==> src/rtl/booth_divider.sv <==
// booth_divider: sequential radix-2 signed divider (restoring algorithm).
// Divides operand magnitudes with one shift/subtract step per clock, then
// applies sign correction. The quotient truncates toward zero and the
// remainder takes the sign of the dividend.
//
// Ports:
//   clk, rst          rising-edge clock, synchronous active-high reset
//   start             request a division (sampled only in IDLE)
//   Dividend, Divisor N-bit signed operands, latched on an accepted start
//   Quotient          N-bit signed quotient   (valid from done onward)
//   Remainder         N-bit signed remainder  (valid from done onward)
//   busy              high from the cycle after start through the done cycle
//   done              one-cycle result-valid pulse
//   div_by_zero       set when the divisor was zero
//   overflow          set for -2^(N-1) / -1
//   Count_N           remaining iterations (debug)
module booth_divider #(
  parameter int N = 4
) (
  input  logic                     clk,
  input  logic                     rst,
  input  logic                     start,
  input  logic [N-1:0]             Dividend,
  input  logic [N-1:0]             Divisor,
  output logic [N-1:0]             Quotient,
  output logic [N-1:0]             Remainder,
  output logic                     busy,
  output logic                     done,
  output logic                     div_by_zero,
  output logic                     overflow,
  output logic [$clog2(N+1)-1:0]   Count_N
);

  localparam int CW = $clog2(N+1);

  typedef enum logic [2:0] {S_IDLE, S_LOAD, S_RUN, S_FIX, S_DONE} state_t;

  state_t         r_state;
  logic [N-1:0]   r_dividend;
  logic [N-1:0]   r_divisor;
  logic [N-1:0]   r_mag_d;
  logic [N:0]     r_p;
  logic [N-1:0]   r_q;
  logic           r_q_neg;
  logic           r_r_neg;
  logic           r_dbz;

  logic [N-1:0]   w_mag_a;
  logic [N-1:0]   w_mag_b;
  logic [N+1:0]   w_p_sh;
  logic [N+1:0]   w_diff;
  logic           w_ovf;

  // The magnitude of -2^(N-1) wraps to 2^(N-1), which is correct unsigned.
  assign w_mag_a = r_dividend[N-1] ? -r_dividend : r_dividend;
  assign w_mag_b = r_divisor[N-1]  ? -r_divisor  : r_divisor;

  // Shift {P,Q} left by one; one extra top bit keeps the trial
  // subtraction's sign visible in w_diff[N+1].
  assign w_p_sh = {r_p, r_q[N-1]};
  assign w_diff = w_p_sh - {2'b00, r_mag_d};

  assign w_ovf = (r_dividend == {1'b1, {(N-1){1'b0}}}) && (r_divisor == '1);

  always_ff @(posedge clk) begin
    if (rst) begin
      r_state     <= S_IDLE;
      r_dividend  <= '0;
      r_divisor   <= '0;
      r_mag_d     <= '0;
      r_p         <= '0;
      r_q         <= '0;
      r_q_neg     <= 1'b0;
      r_r_neg     <= 1'b0;
      r_dbz       <= 1'b0;
      Quotient    <= '0;
      Remainder   <= '0;
      busy        <= 1'b0;
      done        <= 1'b0;
      div_by_zero <= 1'b0;
      overflow    <= 1'b0;
      Count_N     <= '0;
    end else begin
      case (r_state)
        S_IDLE: begin
          if (start) begin
            r_dividend <= Dividend;
            r_divisor  <= Divisor;
            busy       <= 1'b1;
            r_state    <= S_LOAD;
          end
        end
        S_LOAD: begin
          r_mag_d <= w_mag_b;
          r_q     <= w_mag_a;
          r_p     <= '0;
          r_q_neg <= r_dividend[N-1] ^ r_divisor[N-1];
          r_r_neg <= r_dividend[N-1];
          r_dbz   <= (r_divisor == '0);
          Count_N <= CW'(N);
          r_state <= (r_divisor == '0) ? S_FIX : S_RUN;
        end
        S_RUN: begin
          if (!w_diff[N+1]) begin
            r_p <= w_diff[N:0];
            r_q <= {r_q[N-2:0], 1'b1};
          end else begin
            r_p <= w_p_sh[N:0];
            r_q <= {r_q[N-2:0], 1'b0};
          end
          Count_N <= Count_N - 1'b1;
          if (Count_N == CW'(1)) r_state <= S_FIX;
        end
        S_FIX: begin
          if (r_dbz) begin
            Quotient    <= '1;
            Remainder   <= r_dividend;
            div_by_zero <= 1'b1;
            overflow    <= 1'b0;
          end else if (w_ovf) begin
            Quotient    <= {1'b1, {(N-1){1'b0}}};
            Remainder   <= '0;
            div_by_zero <= 1'b0;
            overflow    <= 1'b1;
          end else begin
            Quotient    <= r_q_neg ? -r_q : r_q;
            Remainder   <= r_r_neg ? -r_p[N-1:0] : r_p[N-1:0];
            div_by_zero <= 1'b0;
            overflow    <= 1'b0;
          end
          done    <= 1'b1;
          r_state <= S_DONE;
        end
        S_DONE: begin
          done    <= 1'b0;
          busy    <= 1'b0;
          r_state <= S_IDLE;
        end
        default: r_state <= S_IDLE;
      endcase
    end
  end

endmodule

==> config.mk <==
export PLATFORM = sky130hd
export DESIGN_NAME = booth_divider
export DESIGN_NICKNAME = d
export VERILOG_FILES = /design/src/rtl/booth_divider.sv
export SDC_FILE = /design/constraint.sdc
export NUM_CORES = 1
export LEC_CHECK = 0
export ABC_AREA = 0
export ABC_CLOCK_PERIOD_IN_PS = 2100
export CORE_UTILIZATION = 55
export DETAILED_ROUTE_END_ITERATION = 10
export HOLD_SLACK_MARGIN = 0.03
export PLACE_DENSITY = 0.76
export SYNTH_ARGS = -nofsm -noshare
export SYNTH_HDL_FRONTEND = slang
export SYNTH_SLANG_ARGS = --single-unit
==> constraint.sdc <==
create_clock -name clk -period 2.1 [get_ports clk]
set_input_delay 0.42 -clock clk [delete_from_list [all_inputs] [get_ports clk]]
set_output_delay 0.42 -clock clk [all_outputs]
set_load 0.005 [all_outputs]
==> results of run 1 <==
cells by family after synthesis:
kind of cell / Yosys count
AO/OA/AOI/OAI: 57
XOR/XNOR: 9
adder cells (fa/ha/maj): 12
buffers and inverters: 33
flip-flops: 42
multiplexers: 10
AND/OR/NAND/NOR: 99
per-layer routing:
metal / up-vias / GRT usage, % / part of all wire [%] / wire (um)
met2: 46 / 40.4 / 46 / 1990
li1: 955 / - / - / -
met4: 0 / 8.33 / 1.3 / 56
met1: 845 / 30.4 / 48 / 2070
met5: - / 0 / 0 / 0
met3: 6 / 5.99 / 5.1 / 222
placed cells by master, fill, tap and decap left out, drive strengths merged, types with 7 or more instances in the layout:
cell type      synthesis  final
xnor2                  7      7
a21oi                 18     18
nand2                 28     28
clkdlybuf4s50          0     25
ha                    11     11
a211oi                 8      8
nor3                  14     14
nor2                  32     32
dfxtp                 42     42
inv                   18     18
clkbuf                 9      7
mux2i                 10     10
stage by stage:
step	instance area, um2	utilization, %	cells	setup slack [ns]
after global routing	2560	68.4	332	0.0124
after detailed placement	2470	66.0	324	0.155
final	2560	68.4	332	0.173
after CTS	2560	68.4	332	0.158
after global placement	2470	66.0	324	0.230
after floorplan	2180	-	262	0.323
flip-flops by register name, summed over array words and instances, names as in the netlist:
name / flops
r_mag_d: 4
done: 1
busy: 1
r_q: 4
r_r_neg: 1
r_divisor: 4
Quotient: 4
r_dbz: 1
r_q_neg: 1
div_by_zero: 1
r_dividend: 4
Remainder: 4
overflow: 1
r_state: 3
Count_N: 3
r_p: 5
final timing paths:
kind / startpoint / endpoint / depth (start not counted)
min: div_by_zero / div_by_zero / 2
max: r_mag_d[1] / r_p[0] / 7
min reg2reg: div_by_zero / div_by_zero / 2
max reg2reg: r_mag_d[1] / r_p[0] / 7
final cells by class:
class | instances | area (um2) | area share, %
clock inverter | 1 | 5.00 | 0.195
sequential | 42 | 841 | 32.8
inverter | 18 | 67.6 | 2.64
tap | 48 | 60.1 | 2.34
clock buffer | 7 | 86.3 | 3.37
multi-input combinational | 187 | 1210 | 47.2
timing repair buffer | 29 | 293 | 11.4
where the power goes:
group,total (mW),switching [mW],internal (mW)
Sequential,0.968,0.0956,0.872
Clock,0.537,0.271,0.265
Combinational,0.568,0.294,0.274
Total,2.07,0.661,1.41
worst max-delay path, delay by kind of cell, from the launching register on:
family                   cells  cell delay (ns)
adder cells (fa/ha/maj)      1             0.26
AO/OA/AOI/OAI                3             0.77
flip-flops                   1             0.38
AND/OR/NAND/NOR              1             0.23
buffers and inverters        1             0.06
multiplexers                 1             0.12
==> metrics, run 1 <==
die height=65.0 um; Max VDD drop=736 uV; FMAX=0.519 GHz; RSZ-0062 raised after global routing=false; Synth async-reset ratio=0%; post-CTS sizing=0; clock latency on the worst-skew pair=0.29 ns; post-synthesis mux area share=4.59%; simple-gate share of the synthesized area=21.3%; Vias=1852; Die ar.=0.00422 mm2; Post-CTS Hold Fix Bufs=0; CTS tree=built; Lkg Pwr=0.929 nW; fin. max-slew vios=0; Adder-Cell Fraction of Synth Area=7.23%; clock sink total=42; deepest clock path buffer count=2; Rel. slew slack=62.1%; status=completed; final antenna-violating net count=0; vias in the first global route=1776; Synth Flop Type=dfxtp_1; Tmin final=1.93 ns; post-synthesis register bit count=42; first drt pass iteration count=5; most frequent cell after synthesis=dfxtp_1; crit share post-route=91.7%; DR vias/cell=5.58; postcts setup bufs=0; crit-path max cell delay=0.38 ns; Num CTS Buffers=5; final setup fails=0; GP Congestion=0.891; Worst Hold Class=flip-flop to flip-flop; Crit Path Max Fanout=4; Worst-path clk slew=0.08 ns; Initial Util=58.3%; skew final=0.00572 ns; GRT Total Usage=24.3%; DP Wirelength=3150 um; Port Buf Inserts=25; nets@finish=306; Post-Syn Area=0.00218 mm2; count of cell types in the netlist=47; crit-path cells=inv_1 -> ha_1 -> nor2b_1 -> o221ai_2 -> a211oi_4 -> mux2i_1 -> a22o_1; largest net degree at the start of global routing=38; htree depth=2; final WL=4340 um; Synth Area in Compound Gates=18.6%; fillers=323; main combinational cell family by area after synthesis=simple AND/OR/NAND/NOR gates; power per cell area=809 mW/mm2; R2R setup slack=0.17 ns; Final Hold Vio Count=0; Overflow after GRT=0; Fin Hold WS=0.459 ns; first-pass GRT wire length=7850 um; synth-to-layout area growth=17.4%; EDFF count, synth=0; Worst-Margin Slew=0.569 ns; die width=65.0 um; sequential element share of the synthesized area=38.6%; Residual DRC=0; dominant cell type by area after synthesis=dfxtp_1; Area contributors post-synth=dfxtp_1, ha_1, nor2_1; 1st-iter DRT viols=178; CP max-delay cell=dfxtp_1; num rows=22; startpoint types=flip-flop; Core Region=0.00374 mm2; Power Total=2.07 mW; Max-Cap Viols=0; initial antenna violation count=0; root buffer cell=clkbuf_8; Synth Area in XOR/XNOR=3.61%; num ports=26; Synth Warn #=0; Synth top area share=38.6%; CP arrival=2.12 ns; cell count after synthesis=262; Crit. End Element=flip-flop; post-synthesis net count=285; Ant. Diodes=0; Crit path required time=2.29 ns; Syn Area/Cell=8.32 um2; fraction of layout cells with a size suffix above 1=4.93%; Post-synth top cells=dfxtp_1, nor2_1, nand2_1; DR WL/cell=13.1 um; crit path kind=flip-flop to flip-flop; sum of negative setup slack=0 ns
Note: power is estimated with default switching activity, not from simulation.
==> inputs of run 2 (changes only) <==
--- a/config.mk
+++ b/config.mk
@@ -10,6 +10,7 @@
 export CORE_UTILIZATION = 55
 export DETAILED_ROUTE_END_ITERATION = 10
 export HOLD_SLACK_MARGIN = 0.03
+export MAX_ROUTING_LAYER = met4
 export PLACE_DENSITY = 0.76
 export SYNTH_ARGS = -nofsm -noshare
 export SYNTH_HDL_FRONTEND = slang
==> metrics, run 2 (synthesis results as in run 1) <==
Residual DRC=0 (unchanged); max FFs per register=5 (unchanged); Port Buf Inserts=25 (unchanged); Crit. End Element=flip-flop; Core Region=0.00374 mm2 (unchanged); num ports=26 (unchanged); DR vias/cell=5.65 (+1.3%); CTS tree=built; fin. max-slew vios=0 (unchanged); Overflow after GRT=0 (unchanged); final antenna-violating net count=0 (unchanged); CP bufs+invs=2 (+1); non-filler cells, final=332 (unchanged); htree depth=2 (unchanged); fraction of layout cells with a size suffix above 1=4.93% (unchanged); hold path startpoint=div_by_zero; initial antenna violation count=0 (unchanged); Tmin final=1.96 ns (+0.0318 ns); CP max-delay cell=dfxtp_1; skew final=0.00529 ns (-0.000431 ns); RSZ-0062 raised after global routing=false; GP Congestion=0.914 (+2.5%); Die ar.=0.00422 mm2 (unchanged); Rel. slew slack=59.9% (-2.2 points); num rows=22 (unchanged); crit share post-route=93.3% (+1.5 points); crit path launch=r_mag_d[1]; Worst-Margin Slew=0.601 ns (+0.0323 ns); status=completed; clock sink total=42 (unchanged); dpl cells=324 (unchanged); commonest non-fill, non-tap cell in the layout=dfxtp_1; Lkg Pwr=0.926 nW (-0.42%); DP Wirelength=3200 um (+1.6%); CP top delay family=compound AO/OA/AOI/OAI gates; fillers=338 (+4.6%); synth-to-layout area growth=17.2%; reg-to-reg startpoint=r_mag_d[1]; startpoint types=flip-flop; Worst-path clk slew=0.08 ns (about the same); first-pass GRT wire length=7810 um (-0.45%); GRT Total Usage=25.2% (+0.88 points); final setup fails=0 (unchanged); 1st-iter DRT viols=163 (-8.4%); Ant. Diodes=0 (unchanged); commonest cells after routing, fill and taps aside=dfxtp_1, nor2_1, nand2_1, clkdlybuf4s50_1; CP arrival=2.15 ns (+0.03 ns); Crit path required time=2.29 ns (about the same); Crit Path Max Fanout=4 (unchanged); Power Total=2.05 mW (-0.88%); crit-path max cell delay=0.39 ns (about the same); Max-Cap Viols=0 (unchanged); Initial Util=58.3% (unchanged); Num CTS Buffers=5 (unchanged); Vias=1876 (+1.3%); first drt pass iteration count=4 (-1); clock latency on the worst-skew pair=0.30 ns (about the same); nets@finish=307 (+0.33%); vias in the first global route=1665 (-6.3%); die height=65.0 um (unchanged); Final Hold Vio Count=0 (unchanged); crit-path cells=inv_1 -> ha_1 -> nor2b_2 -> o221ai_2 -> a211oi_4 -> buf_4 -> a222oi_1 -> nor2_1; largest net degree at the start of global routing=38 (unchanged); DR WL/cell=13.7 um (+4.8%); final WL=4550 um (+4.8%); power per cell area=804 mW/mm2 (-0.69%); Max VDD drop=478 uV (-35%); sum of negative setup slack=0 ns (unchanged); crit path kind=flip-flop to flip-flop; Fin Hold WS=0.460 ns (+0.000418 ns); Worst Hold Class=flip-flop to flip-flop; root buffer cell=clkbuf_8; deepest clock path buffer count=2 (unchanged); die width=65.0 um (unchanged); Top reg by flops=r_p; FMAX=0.511 GHz (-1.6%)
## run 2: repair_timing
| action | 4_1_cts | 5_1_grt |
|---|---|---|
| endpoints found under the hold margin | 0 | 0 |
| buffers inserted | 0 | 1 |
| hold buffers | 0 | 0 |
| setup endpoints to repair | 0 | 1 |
| resized for setup | 0 | 1 |
## run 2: final timing paths
check / to / slack (ns) / cells after the start
max: r_q[0] / 0.14 / 8
max reg2reg: r_q[0] / 0.14 / 8
min: div_by_zero / 0.46 / 2
min reg2reg: div_by_zero / 0.46 / 2
## run 2: metrics by stage
stage | utilization [%] | setup WS, ns | area (um2)
4_1_cts | 68.0 | 0.122 | 2550
3_5_place_dp | 66.0 | 0.138 | 2470
6_report | 68.3 | 0.142 | 2560
5_1_grt | 68.3 | 0.0262 | 2560
3_3_place_gp | 66.0 | 0.216 | 2470
2_1_floorplan | - | 0.323 | 2180
## run 2: layout make-up
class                      instances  area [um2]  area share [%]
multi-input combinational        187        1210            47.4
sequential                        42         841            32.9
timing repair buffer              30         300            11.7
clock buffer                       7        76.3            2.99
inverter                          18        67.6            2.64
tap                               48        60.1            2.35
## run 2: layer usage
| metal | routed length (um) | track usage (%) | vias up | share of wire, % |
|---|---|---|---|---|
| met1 | 2130 | 31.4 | 858 | 47 |
| met5 | 0 | - | - | 0 |
| met4 | 144 | 13.9 | 0 | 3.2 |
| met2 | 2070 | 37.1 | 45 | 46 |
| met3 | 202 | 6.16 | 14 | 4.4 |
| li1 | - | - | 959 | - |
## run 2: worst register-to-register path: cells and delay by family, from the launching register on
family	cells	cell delay, ns
flip-flops	1	0.39
adder cells (fa/ha/maj)	1	0.28
AO/OA/AOI/OAI	3	0.71
AND/OR/NAND/NOR	2	0.23
buffers and inverters	2	0.23
## run 2: power breakdown
group / internal (mW) / switching (mW) / total, mW
logic: 0.289 / 0.302 / 0.591
clock network: 0.229 / 0.265 / 0.494
registers: 0.873 / 0.0968 / 0.970
total: 1.39 / 0.664 / 2.05
==> inputs of run 3 (changes only) <==
--- a/config.mk
+++ b/config.mk
@@ -12,6 +12,7 @@
 export HOLD_SLACK_MARGIN = 0.03
 export MAX_ROUTING_LAYER = met4
 export PLACE_DENSITY = 0.76
+export SLEW_MARGIN = 20
 export SYNTH_ARGS = -nofsm -noshare
 export SYNTH_HDL_FRONTEND = slang
 export SYNTH_SLANG_ARGS = --single-unit
==> constraint.sdc (replaced) <==
create_clock -name clk -period 2.1 [get_ports clk]
set_input_delay 0.21 -clock clk [delete_from_list [all_inputs] [get_ports clk]]
set_output_delay 0.21 -clock clk [all_outputs]
set_load 0.005 [all_outputs]
==> metrics, run 3 (synthesis results as in run 1) <==
status=completed; DP Wirelength=3100 um (-3.0%); synth-to-layout area growth=16.9%; WL met1=2200 um (+3.3%); final antenna-violating net count=0 (unchanged); Worst-path clk slew=0.08 ns (about the same); top routing layer in use=met4; crit-path cells=inv_1 -> ha_1 -> nor2b_1 -> o221ai_2 -> a211oi_4 -> mux2i_1 -> a22o_1; Overflow after GRT=0 (unchanged); root buffer cell=clkbuf_8; Core Region=0.00374 mm2 (unchanged); fillers=330 (-2.4%); DR WL/cell=13.5 um (-1.6%); CP arrival=2.23 ns (+0.08 ns); startpoint types=flip-flop; Final Hold Vio Count=0 (unchanged); power per cell area=816 mW/mm2 (+1.5%); largest net degree at the start of global routing=38 (unchanged); num ports=26 (unchanged); initial antenna violation count=0 (unchanged); Crit Path Max Fanout=4 (unchanged); Die ar.=0.00422 mm2 (unchanged); CP top delay family=compound AO/OA/AOI/OAI gates; Crit path required time=2.34 ns (+0.05 ns); Power Total=2.08 mW (+1.2%); vias in the first global route=1725 (+3.6%); fin. max-slew vios=0 (unchanged); commonest cells after routing, fill and taps aside=dfxtp_1, nor2_1, nand2_1, clkdlybuf4s50_1; Worst-Margin Slew=0.595 ns (-0.00539 ns); Max VDD drop=536 uV (+12%); num rows=22 (unchanged); clock latency on the worst-skew pair=0.30 ns (about the same); skew final=0.00811 ns (+0.00283 ns); htree depth=2 (unchanged); first-pass GRT wire length=7870 um (+0.79%); Vias=1865 (-0.59%); DR WL met2=2060 um (-0.72%); 1st-iter DRT viols=152 (-6.7%); DR WL met3=162 um (-20%); Post-CTS Hold Fix Bufs=0 (unchanged); Ant. Diodes=0 (unchanged); fraction of layout cells with a size suffix above 1=4.93% (unchanged); crit share post-route=94.4% (+1.1 points); Worst Hold Class=input pin to flip-flop; DR vias/cell=5.62 (-0.59%); sum of negative setup slack=0 ns (unchanged); deepest clock path buffer count=2 (unchanged); max FFs per register=5 (unchanged); final setup fails=0 (unchanged); post-CTS sizing=0 (unchanged); die width=65.0 um (unchanged); Crit. End Element=flip-flop; GP Congestion=0.871 (-4.7%); Residual DRC=0 (unchanged); final WL=4470 um (-1.6%); crit path kind=flip-flop to flip-flop; CP bufs+invs=1 (-1); GRT Total Usage=24.8% (-0.41 points); FMAX=0.505 GHz (-1.2%); nets@finish=306 (-0.33%); Num CTS Buffers=5 (unchanged); RSZ-0062 raised after global routing=false; postcts setup bufs=0 (unchanged); Tmin final=1.98 ns (+0.0235 ns); first drt pass iteration count=4 (unchanged); CP max-delay cell=dfxtp_1; design area=0.00255 mm2 (-0.29%); Port Buf Inserts=25 (unchanged); clock sink total=42 (unchanged); Top reg by flops=r_p; die height=65.0 um (unchanged); placed cell areas=0.00246 mm2 (-0.51%); Lkg Pwr=0.925 nW (about the same); crit-path max cell delay=0.38 ns (about the same); Initial Util=58.3% (unchanged); commonest non-fill, non-tap cell in the layout=dfxtp_1; Max-Cap Viols=0 (unchanged); Rel. slew slack=60.3% (+0.36 points); CTS tree=built
run 3: changes by cell type in the layout (fill, tap and decap cells not counted), sizes merged:
cell | before | now
buf | 5 | 4
clkinv | 0 | 1
run 3: path summary, 6_finish.rpt:
| check | endpoint | cells after the start | start | slack [ns] |
|---|---|---|---|---|
| setup / recovery | r_p[2] | 7 | r_mag_d[1] | 0.12 |
| hold / removal | r_dividend[2] | 3 | Dividend[2] | 0.45 |
| setup reg to reg | r_p[2] | 7 | r_mag_d[1] | 0.12 |
| hold reg to reg | div_by_zero | 2 | div_by_zero | 0.46 |
run 3: cell type report:
| class | instances | area, um2 | area share (%) |
|---|---|---|---|
| Clock inverter | 1 | 5.00 | 0.196 |
| Sequential cell | 42 | 841 | 33.0 |
| Multi-Input combinational cell | 187 | 1210 | 47.4 |
| Clock buffer | 7 | 86.3 | 3.39 |
| Tap cell | 48 | 60.1 | 2.36 |
| Timing Repair Buffer | 29 | 280 | 11.0 |
| Inverter | 18 | 67.6 | 2.65 |
run 3: worst min-delay path, stage by stage:
cell,delay (ns)
clkdlybuf4s50_1,0.40
nand2_1,0.05
a21oi_1,0.05
run 3: where the power goes:
part	internal [mW]	total [mW]	switching (mW)
Clock	0.266	0.544	0.278
Combinational	0.271	0.564	0.293
Sequential	0.873	0.971	0.0988
Total	1.41	2.08	0.670
run 3: stage by stage:
stage               hold WS (ns)  setup slack [ns]  std cells  utilization [%]
CTS                        0.455             0.129        332             68.1
detailed placement         0.448             0.139        324             65.6
global route               0.472            0.0111        332             68.1
global placement           0.446             0.219        324             65.6
finish                     0.455             0.118        332             68.1
floorplan                  0.346             0.323        262                -
run 3: routing by layer:
layer	up-vias	global-route usage (%)
li1	952	-
met1	866	31.7
met2	42	38.3
met3	5	4.40
met4	0	10.6
met5	-	-
